--- src/rtl/regshifter_pkg.sv ---
// regshifter_pkg: state and shift-select encodings shared by the sequencer, the
// SC_RegSHIFTER integration and the testbench.
package regshifter_pkg;

    typedef enum logic [2:0] {
        IDLE  = 3'd0,
        CLEAR = 3'd1,
        LOAD  = 3'd2,
        SHIFT = 3'd3,
        DONE  = 3'd4,
        ABORT = 3'd5
    } state_t;

    localparam logic [1:0] SEL_HOLD  = 2'b00;
    localparam logic [1:0] SEL_LEFT  = 2'b01;
    localparam logic [1:0] SEL_RIGHT = 2'b10;

    function automatic logic [1:0] sel_for_dir(input logic dir);
        return dir ? SEL_RIGHT : SEL_LEFT;
    endfunction

endpackage

--- src/rtl/regshifter_seq_counter.sv ---
// regshifter_seq_counter: loadable down-counter holding the remaining shift count,
// with zero/one flags; saturates at zero so an aborted or stalled run cannot wrap.
module regshifter_seq_counter #(
    parameter int CNT_WIDTH = 4
) (
    input  logic                 SC_RegSHIFTER_CLOCK_50,
    input  logic                 SC_RegSHIFTER_RESET_InHigh,
    input  logic                 i_load,
    input  logic [CNT_WIDTH-1:0] i_load_val,
    input  logic                 i_en,
    output logic                 o_zero,
    output logic                 o_one
);

    localparam logic [CNT_WIDTH-1:0] ONE = 1;

    logic [CNT_WIDTH-1:0] r_count;

    always_ff @(posedge SC_RegSHIFTER_CLOCK_50 or posedge SC_RegSHIFTER_RESET_InHigh) begin
        if (SC_RegSHIFTER_RESET_InHigh)
            r_count <= '0;
        else if (i_load)
            r_count <= i_load_val;
        else if (i_en && r_count != '0)
            r_count <= r_count - ONE;
    end

    assign o_zero = r_count == '0;
    assign o_one  = r_count == ONE;

endmodule

--- src/rtl/regshifter_sequencer.sv ---
// regshifter_sequencer: sequences one SC_RegSHIFTER through clear / load / N shifts.
// Optional REGSHIFTER_SEQ_STEP_EN adds step_in to gate each shift individually.
module regshifter_sequencer
    import regshifter_pkg::*;
#(
    parameter int DATAWIDTH = 8,
    parameter int CNT_WIDTH = 4
) (
    input  logic                 SC_RegSHIFTER_CLOCK_50,
    input  logic                 SC_RegSHIFTER_RESET_InHigh,
    input  logic                 req_in,
    input  logic                 clear_req_in,
    input  logic                 dir_in,
    input  logic [CNT_WIDTH-1:0] count_in,
    input  logic [DATAWIDTH-1:0] data_in,
    input  logic                 abort_in,
`ifdef REGSHIFTER_SEQ_STEP_EN
    input  logic                 step_in,
`endif
    output logic                 shifter_clear_InLow,
    output logic                 shifter_load_InLow,
    output logic [1:0]           shifter_shiftselection_InLow,
    output logic [DATAWIDTH-1:0] shifter_data_OutBUS,
    output logic                 busy_out,
    output logic                 done_out,
    output logic                 aborted_out
);

    state_t               r_state, w_next;
    logic                 r_dir;
    logic [DATAWIDTH-1:0] r_data;
    logic                 w_step, w_capture, w_zero, w_one;

`ifdef REGSHIFTER_SEQ_STEP_EN
    assign w_step = step_in;
`else
    assign w_step = 1'b1;
`endif

    assign w_capture = r_state == IDLE && !clear_req_in && req_in;

    regshifter_seq_counter #(.CNT_WIDTH(CNT_WIDTH)) u_counter (
        .SC_RegSHIFTER_CLOCK_50    (SC_RegSHIFTER_CLOCK_50),
        .SC_RegSHIFTER_RESET_InHigh(SC_RegSHIFTER_RESET_InHigh),
        .i_load                    (w_capture),
        .i_load_val                (count_in),
        .i_en                      (r_state == SHIFT && w_step),
        .o_zero                    (w_zero),
        .o_one                     (w_one)
    );

    always_ff @(posedge SC_RegSHIFTER_CLOCK_50 or posedge SC_RegSHIFTER_RESET_InHigh) begin
        if (SC_RegSHIFTER_RESET_InHigh) begin
            r_state <= IDLE;
            r_dir   <= 1'b0;
            r_data  <= '0;
        end else begin
            r_state <= w_next;
            if (w_capture) begin
                r_dir  <= dir_in;
                r_data <= data_in;
            end
        end
    end

    // The shift of the cycle that samples abort still goes out; ABORT itself holds.
    always_comb begin
        w_next                       = r_state;
        shifter_clear_InLow          = r_state != CLEAR;
        shifter_load_InLow           = r_state != LOAD;
        shifter_shiftselection_InLow = (r_state == SHIFT && w_step) ? sel_for_dir(r_dir) : SEL_HOLD;
        shifter_data_OutBUS          = r_data;
        busy_out                     = r_state != IDLE;
        done_out                     = r_state == DONE;
        aborted_out                  = r_state == ABORT;
        unique case (r_state)
            IDLE:    w_next = clear_req_in ? CLEAR : (req_in ? LOAD : IDLE);
            CLEAR:   w_next = DONE;
            LOAD:    w_next = w_zero ? DONE : SHIFT;
            SHIFT:   w_next = abort_in ? ABORT : ((w_step && w_one) ? DONE : SHIFT);
            DONE:    w_next = IDLE;
            ABORT:   w_next = IDLE;
            default: w_next = IDLE;
        endcase
    end

endmodule

--- config.mk ---
export PLATFORM = sky130hd
export DESIGN_NAME = regshifter_sequencer
export DESIGN_NICKNAME = d
export VERILOG_FILES = /design/src/rtl/regshifter_pkg.sv /design/src/rtl/regshifter_seq_counter.sv /design/src/rtl/regshifter_sequencer.sv
export SDC_FILE = /design/constraint.sdc
export NUM_CORES = 1
export LEC_CHECK = 0
export CAP_MARGIN = 40
export CORE_MARGIN = 8
export CORE_UTILIZATION = 38
export CTS_CLUSTER_SIZE = 20
export DETAILED_ROUTE_END_ITERATION = 7
export PLACE_DENSITY = 0.74
export SLEW_MARGIN = 5
export SYNTH_ARGS = -nofsm -noshare
export SYNTH_HDL_FRONTEND = slang
export SYNTH_SLANG_ARGS = --single-unit
--- constraint.sdc ---
create_clock -name SC_RegSHIFTER_CLOCK_50 -period 1.55 [get_ports SC_RegSHIFTER_CLOCK_50]
set_input_delay 0.3875 -clock SC_RegSHIFTER_CLOCK_50 [delete_from_list [all_inputs] [get_ports SC_RegSHIFTER_CLOCK_50]]
set_output_delay 0.3875 -clock SC_RegSHIFTER_CLOCK_50 [all_outputs]
set_load 0.03 [all_outputs]
* Word level (Yosys, flattened, before mapping) *
Index checks and enable logic that the tools add are counted.

word-level totals
  bits of input ports = 18
  bits in registers = 16
  word-level logic and storage cells = 32
  output and inout port bits = 15

operators by class
  $add $sub $neg = 1
  mux-type cells = 10
  equal/unequal tests = 8
  reductions and logical operators = 9

operators by type and width
  kind                 number
  $pmux 3 s4           1
  $mux 3               3
  $mux 2               4
  $mux 4               2
  $eq 3x2->1 const B   2
  $eq 3x3->1 const B   2
  $eq 4x1->1 const B   1
  $logic_not 4->1      1
  $reduce_bool 4->1    1
  $sub 4x1->4 const B  1
  $eq 3x1->1 const B   1
  $logic_and 1x1->1    3
  $logic_not 3->1      1
  $ne 3x1->1 const B   1
  $ne 3x2->1 const B   1
  $reduce_bool 3->1    1
  $reduce_bool 2->1    1
  $logic_not 1->1      1

* Longest topological paths before layout *
Gate-level depths: netlist of run 1.

  depth in word-level cells = 4
  mapped depth = 6
  gate-level depth less buffers = 6

* Hierarchy *
From an unflattened synthesis of run 1, not the netlist that was laid out.

unflattened totals
  cells, all modules = 79
  area, all modules = 865.8 um^2

modules (own cells, without submodules)
  module                  times used  cells each  area an instance (um^2)  sequential area each (um^2)
  regshifter_sequencer    1           48          591.8                    300.3
  regshifter_seq_counter  1           31          274.0                    100.1

* Worst setup path after synthesis of run 1 *
Ideal clock, no wire load.

  kind = register -> register
  start point = reg r_state[2]
  end point = reg u_counter.r_count[1]
  path buffers = 1
  library setup time = 125 ps
  setup slack = -178 ps
  clock period less this slack = 1728 ps
  data required time = 1425 ps
  stages on the path, launching flop included = 5
  arrival time = 1603 ps
  path through = dfrtp_1 or3_4 or3b_1 buf_6 mux2_4

on the way
  cells in the longest elaborated chain, start to end = 4
  elaborated cells between the ends (all ways) = 7
  those cells by class = eq/ne: 1; mux: 1; reduce/logical: 5

ends and longest elaborated chain
  what                                         RTL line                      text
  from (decl)                                  regshifter_sequencer.sv:29    state_t r_state, w_next;
  from (signal assigned)                       regshifter_sequencer.sv:58    r_state <= w_next;
  $logic_not 3->1                              regshifter_sequencer.sv:40    assign w_capture = r_state == IDLE && !clear_req_in && req_in;
  $logic_and 1x1->1 (2 in a row)               regshifter_sequencer.sv:40
  $mux 4 or $reduce_bool 2->1 (tied branches)  n/a
  to (signal assigned)                         regshifter_seq_counter.sv:23  r_count <= i_load_val;
  to (signal assigned)                         regshifter_seq_counter.sv:25  r_count <= r_count - ONE;
  to (decl)                                    regshifter_seq_counter.sv:17  logic [CNT_WIDTH-1:0] r_count;

Several ways; a longest one is shown, not always the timed one.
A chain may end at the register's enable or synchronous reset.

* Worst setup path in the final report of run 1 *
  start point = reg r_state[2]
  end point = out shifter_clear_InLow

on the way
  cells in the longest elaborated chain, start to end = 1

ends and longest elaborated chain
  what        RTL line                    text
  $ne 3x1->1  regshifter_sequencer.sv:69  shifter_clear_InLow = r_state != CLEAR;
  to (decl)   regshifter_sequencer.sv:20  output logic shifter_clear_InLow,

Every way passes these cells.

==> flow_metrics.env, run 1 <==
export IMPL_outcome="finished, violations left"
export IMPL_violations="setup timing"
export IMPL_io_pins=33
export IMPL_num_vias=878
export IMPL_dp_cells=167
export IMPL_final_hold_viol_count=0
export IMPL_finalCriticalPeriod_ps=1780
export IMPL_hold_path_class="primary input to async pin"
export IMPL_netlist_area_um2=846
export IMPL_worstMarginPinSlew_ps=322
export IMPL_power_leakage_uw=0.000747
export IMPL_async_flop_share_pct=100
export IMPL_top_usage_layer="met2"
export IMPL_synth_area_leader_cell="dfrtp_1"
export IMPL_viasPerCell=4.88
export IMPL_synth_commonest_cells="nand2_1 (28), dfrtp_1 (16), inv_1 (5), nor2_1 (5), o21ai_0 (4)"
export IMPL_dpl_hpwl_um=1840
export IMPL_grt_use_met3_pct=3.53
export IMPL_fillCellCount=170
export IMPL_worst_setup_path_type="flop to output pin"
export IMPL_grt_max_degree=17
export IMPL_start_util_pct=39.4
export IMPL_grt_usage_pct=13.2
export IMPL_drt_wirelength_per_cell_um=14.6
export IMPL_hold_buffers=0
export IMPL_pwr_density_cell_nw_per_um2=1990
export IMPL_synth_edff_count=0
export IMPL_cts_path_max_buffers=2
export IMPL_postPlaceCellArea_um2=1320
export IMPL_die_area_um2=3990
export IMPL_total_power_uw=3070
export IMPL_antenna_found_initial=0
export IMPL_rsz0062_at_grt="yes"
export IMPL_overflow=0
export IMPL_post_synth_top_count_cell="nand2_1"
export IMPL_synth_ff_type="dfrtp_1"
export IMPL_worstPathRequired_ps=1160
export IMPL_max_freq_ghz=0.563
export IMPL_syn_inst=92
export IMPL_fin_ws_ps=-225
export IMPL_seq_area_frac_synth_pct=47.3
export IMPL_final_cell_area_um2=1540
export IMPL_first_iter_violations=30
export IMPL_htreeDepth=1
export IMPL_grt_pass1_vias=942
export IMPL_arrival_ps=1390
export IMPL_num_rows=17
export IMPL_firstDrtPassIters=4
export IMPL_final_max_slew_viol_count=0
export IMPL_crit_path_start_kind="flop"
export IMPL_fin_util_pct=71.7
export IMPL_cts_root_buf="clkbuf_4"
export IMPL_port_buffers=32
export IMPL_cap_violations=0
export IMPL_path_max_fanout=5
export IMPL_finalNonFillerCells=180
export IMPL_whs_ps=406
export IMPL_end_kind="output pin"
export IMPL_clkSinkCount=16
export IMPL_clkLatencyLatePin_ps=280
export IMPL_use_met1_pct=13.6
export IMPL_area_delta_synth_final_pct=82.1
export IMPL_grt_first_pass_wirelength_um=4290
export IMPL_regArea_um2=402
export IMPL_setup_viol=21
export IMPL_ys_ff_latch=16
export IMPL_die_y_um=63.2
export IMPL_skew_ps=4.20
export IMPL_synth_avg_cell_area_um2=9.19
export IMPL_coreArea_um2=2150
export IMPL_ant_nets=0
export IMPL_peakVddDrop_mv=1.17
export IMPL_clk_pin_slew_worst_paths_ps=100
export IMPL_ys_warn_count=0
export IMPL_yosys_top_cells_area="dfrtp_1 (47%), nand2_1 (12%), ha_1 (4.4%)"
export IMPL_period_share_pct=115
export IMPL_cts_made_buffers=3
export IMPL_n_antenna_cell=0
export IMPL_multi_input_area_um2=478
export IMPL_fp_dieW_um=63.2
export IMPL_synth_top_cell_area_share_pct=47.3
export IMPL_fin_nets=174
export IMPL_drc_errors=0
export IMPL_gp_congestion=0.808
export IMPL_wirelength_um=2620
export IMPL_met2_usage_pct=24.2
export IMPL_slew_headroom_pct=78.6
export IMPL_cts_tree="yes"
export IMPL_drive_gt1_share_pct=44.1
export IMPL_syn_num_nets=113
export IMPL_ys_types=31
## registers in the layout (all words and copies together), names as in the netlist
| name | cells |
|---|---|
| r_state | 3 |
| r_dir | 1 |
| u_counter.r_count | 4 |
| shifter_data_OutBUS | 8 |
## per-stage QoR
| stage | TNS (ps) | setup slack, ps |
|---|---|---|
| 5_1_grt | -3930 | -288 |
| 6_report | -2720 | -225 |
| 3_5_place_dp | -2800 | -281 |
| 3_3_place_gp | -2600 | -277 |
| 2_1_floorplan | -182 | -178 |
| 4_1_cts | -2100 | -191 |
## cells in the final DEF (no fill, tap or decap), types with 2 or more instances in the layout
cell             instances
dfrtp_1                 15
buf_6                   18
buf_4                   17
ha_1                     3
a21oi_1                  3
nor2_1                   4
nand3b_1                 2
nand2_2                 11
o21ai_2                  2
mux2_4                   2
nor3b_2                  3
clkbuf_4                 3
dlygate4sd2_1            8
nand2_1                 17
inv_1                    5
clkdlybuf4s50_1         17
or3b_4                   2
## final cells by class
class / count / share of cell area (%)
timing repair buffer: 60 / 37.0
multi-input combinational: 67 / 31.0
sequential: 16 / 26.1
clock buffer: 4 / 2.36
tap: 28 / 2.27
inverter: 5 / 1.22
## logic make-up after synthesis
logic type / share of synthesized area, %
buffers and inverters: 5.18
AO/OA/AOI/OAI: 9.76
XOR/XNOR: 1.04
multiplexers: 4.29
AND/OR/NAND/NOR: 28.0
adder cells (fa/ha/maj): 4.44
flip-flops: 47.3
## power breakdown
part           switching [uW]  internal, uW
clock                     139           143
sequential                160           621
combinational             973          1040
total                    1270          1800
## critical path: stages (launching register included)
cell and delay, ps:
dfrtp_2 450, buf_4 140, or3b_4 360, buf_6 150
## repair_timing
item                                    CTS  global route
gates resized for setup                  51            19
gates cloned                              2             0
endpoints found under the setup margin   26            21
buffers inserted                          4             6
pin swaps                                17            10
## metal layers
layer  part of all wire [%]  vias to the layer above
li1                       -                      425
met1                     40                      429
met2                     54                       22
met3                    4.8                        2
met4                   0.99                        0
met5                      0                        -
## path summary, 6_finish.rpt
| path | from | depth (start not counted) | to | slack, ps |
|---|---|---|---|---|
| min in group SC_RegSHIFTER_CLOCK_50 | shifter_data_OutBUS[5] | 2 | shifter_data_OutBUS[5] | 490 |
| max | r_state[2] | 3 | shifter_clear_InLow | -230 |
| min | SC_RegSHIFTER_RESET_InHigh | 3 | r_state[0] | 410 |
| min reg2reg | shifter_data_OutBUS[5] | 2 | shifter_data_OutBUS[5] | 490 |
| max in group asynchronous | SC_RegSHIFTER_RESET_InHigh | 3 | r_state[2] | 950 |
| max reg2reg | r_state[0] | 4 | u_counter.r_count[1] | -190 |
Note: power is estimated with default switching activity, not from simulation.
==> run 2: changes to the inputs <==
--- a/config.mk
+++ b/config.mk
@@ -15,3 +15,4 @@
 export SYNTH_ARGS = -nofsm -noshare
 export SYNTH_HDL_FRONTEND = slang
 export SYNTH_SLANG_ARGS = --single-unit
+export TNS_END_PERCENT = 100
==> results of run 2 <==
Same layout as run 1: the final DEF is identical, and so are final timing and power.
==> run 3: changes to the inputs <==
--- a/config.mk
+++ b/config.mk
@@ -11,6 +11,7 @@
 export CTS_CLUSTER_SIZE = 20
 export DETAILED_ROUTE_END_ITERATION = 7
 export PLACE_DENSITY = 0.74
+export RECOVER_POWER = 50
 export SLEW_MARGIN = 5
 export SYNTH_ARGS = -nofsm -noshare
 export SYNTH_HDL_FRONTEND = slang
==> run 3 against run 2 <==
Net effect:
- non-clock buffer count did not move
- clock skew is essentially flat
- the run still ends with setup timing left
- worst setup slack about the same
- largest power group unchanged
- power hardly changed
- via count decreased by 0.11%
- hold slack gained 83 ps
- sequential power barely moved
- die area unchanged
- cell count is the same
- wire length about the same
- critical path depth did not move
- global-route usage unchanged
==> flow_metrics.env, run 3 (synthesis results as in run 1) <==
export IMPL_outcome="finished, violations left"
export IMPL_violations="setup timing"
export IMPL_power_leakage_uw=0.000744
export IMPL_overflow=0
export IMPL_n_antenna_cell=0
export IMPL_cts_path_max_buffers=2
export IMPL_layout_commonest_cell="buf_6"
export IMPL_final_max_slew_viol_count=0
export IMPL_worstPathRequired_ps=1160
export IMPL_postPlaceCellArea_um2=1320
export IMPL_wirelength_um=2630
export IMPL_drc_errors=0
export IMPL_grt_usage_pct=13.2
export IMPL_rsz0062_at_grt="yes"
export IMPL_num_vias=877
export IMPL_worst_setup_path_type="flop to output pin"
export IMPL_ant_nets=0
export IMPL_die_area_um2=3990
export IMPL_cts_tree="yes"
export IMPL_drt_wirelength_per_cell_um=14.6
export IMPL_clkSinkCount=16
export IMPL_clk_pin_slew_worst_paths_ps=100
export IMPL_peakVddDrop_mv=1.17
export IMPL_worstMarginPinSlew_ps=890
export IMPL_pwr_density_cell_nw_per_um2=2000
export IMPL_finalNonFillerCells=180
export IMPL_num_rows=17
export IMPL_largest_register_ffs=8
export IMPL_arrival_ps=1390
export IMPL_path_max_fanout=5
export IMPL_first_iter_violations=30
export IMPL_io_pins=33
export IMPL_grt_max_degree=17
export IMPL_die_y_um=63.2
export IMPL_final_hold_viol_count=0
export IMPL_cap_violations=0
export IMPL_gp_congestion=0.808
export IMPL_max_freq_ghz=0.563
export IMPL_finalCriticalPeriod_ps=1780
export IMPL_setup_viol=21
export IMPL_drive_gt1_share_pct=43.4
export IMPL_fin_ws_ps=-225
export IMPL_antenna_found_initial=0
export IMPL_port_buffers=32
export IMPL_coreArea_um2=2150
export IMPL_start_util_pct=39.4
export IMPL_end_kind="output pin"
export IMPL_cts_root_buf="clkbuf_4"
export IMPL_clkLatencyLatePin_ps=280
export IMPL_period_share_pct=115
export IMPL_grt_pass1_vias=942
export IMPL_htreeDepth=1
export IMPL_viasPerCell=4.87
export IMPL_dpl_hpwl_um=1840
export IMPL_firstDrtPassIters=4
export IMPL_cts_made_buffers=3
export IMPL_crit_path_start_kind="flop"
export IMPL_fin_nets=174
export IMPL_mostFrequentLayoutCells="buf_6 (18), nand2_1 (17), clkdlybuf4s50_1 (16), buf_4 (16), dfrtp_1 (15)"
export IMPL_fp_dieW_um=63.2
export IMPL_skew_ps=4.24
export IMPL_hold_buffers=0
export IMPL_area_delta_synth_final_pct=81.7
export IMPL_final_cell_area_um2=1540
export IMPL_grt_first_pass_wirelength_um=4290
export IMPL_dp_cells=167
export IMPL_slew_headroom_pct=40.7
export IMPL_hold_path_class="flop to flop"
run 3: worst paths after layout:
check                                          to                       start  slack (ps)  cells after the start
min in group asynchronous              r_state[0]  SC_RegSHIFTER_RESET_InHigh         790                      3
setup reg to reg             u_counter.r_count[1]                  r_state[0]        -190                      4
max in group asynchronous              r_state[2]  SC_RegSHIFTER_RESET_InHigh         160                      3
hold reg to reg            shifter_data_OutBUS[5]      shifter_data_OutBUS[5]         490                      2
setup / recovery              shifter_clear_InLow                  r_state[2]        -230                      3
hold / removal             shifter_data_OutBUS[5]      shifter_data_OutBUS[5]         490                      2
run 3: stage by stage:
| step | utilization [%] | worst slack [ps] | total power [uW] | TNS [ps] | hold slack (ps) |
|---|---|---|---|---|---|
| 2_1_floorplan | - | -178 | 1680 | -182 | 301 |
| 3_3_place_gp | 61.5 | -277 | 2350 | -2600 | 459 |
| 3_5_place_dp | 61.5 | -281 | 2410 | -2800 | 467 |
| 4_1_cts | 67.3 | -191 | 2840 | -2100 | 414 |
| 5_1_grt | 71.5 | -288 | 3260 | -4160 | 522 |
| 6_report | 71.5 | -225 | 3070 | -2770 | 488 |
run 3: critical path, cell delays in order, from the launching register on:
cell     delay, ps
dfrtp_2        450
buf_4          140
or3b_4         360
buf_6          150
run 3: power by group:
group          switching (uW)  leakage, uW  total [uW]  internal, uW
Combinational             973     0.000525        2010          1030
Sequential                161     0.000198         781           621
Clock                     139    0.0000210         281           143
Total                    1270     0.000744        3070          1800
run 3: area by class of cell:
type | instances | area [um2]
fill | 172 | 612
timing repair buffer | 60 | 567
multi-input combinational | 67 | 478
sequential | 16 | 402
clock buffer | 4 | 36.3
tap | 28 | 35.0
inverter | 5 | 18.8
run 3: what timing repair did:
action	CTS	global route
setup endpoints to repair	26	21
setup buffers	4	6
resized for setup	51	19
pin swaps	17	10
gates cloned	2	0
run 3: layer usage:
layer / vias to the layer above / wire length, um / global-route usage, %
met2: 22 / 1420 / 24.2
met4: 0 / 26 / 5.85
met5: - / 0 / 0
met1: 428 / 1060 / 13.6
met3: 2 / 126 / 3.53
li1: 425 / - / -
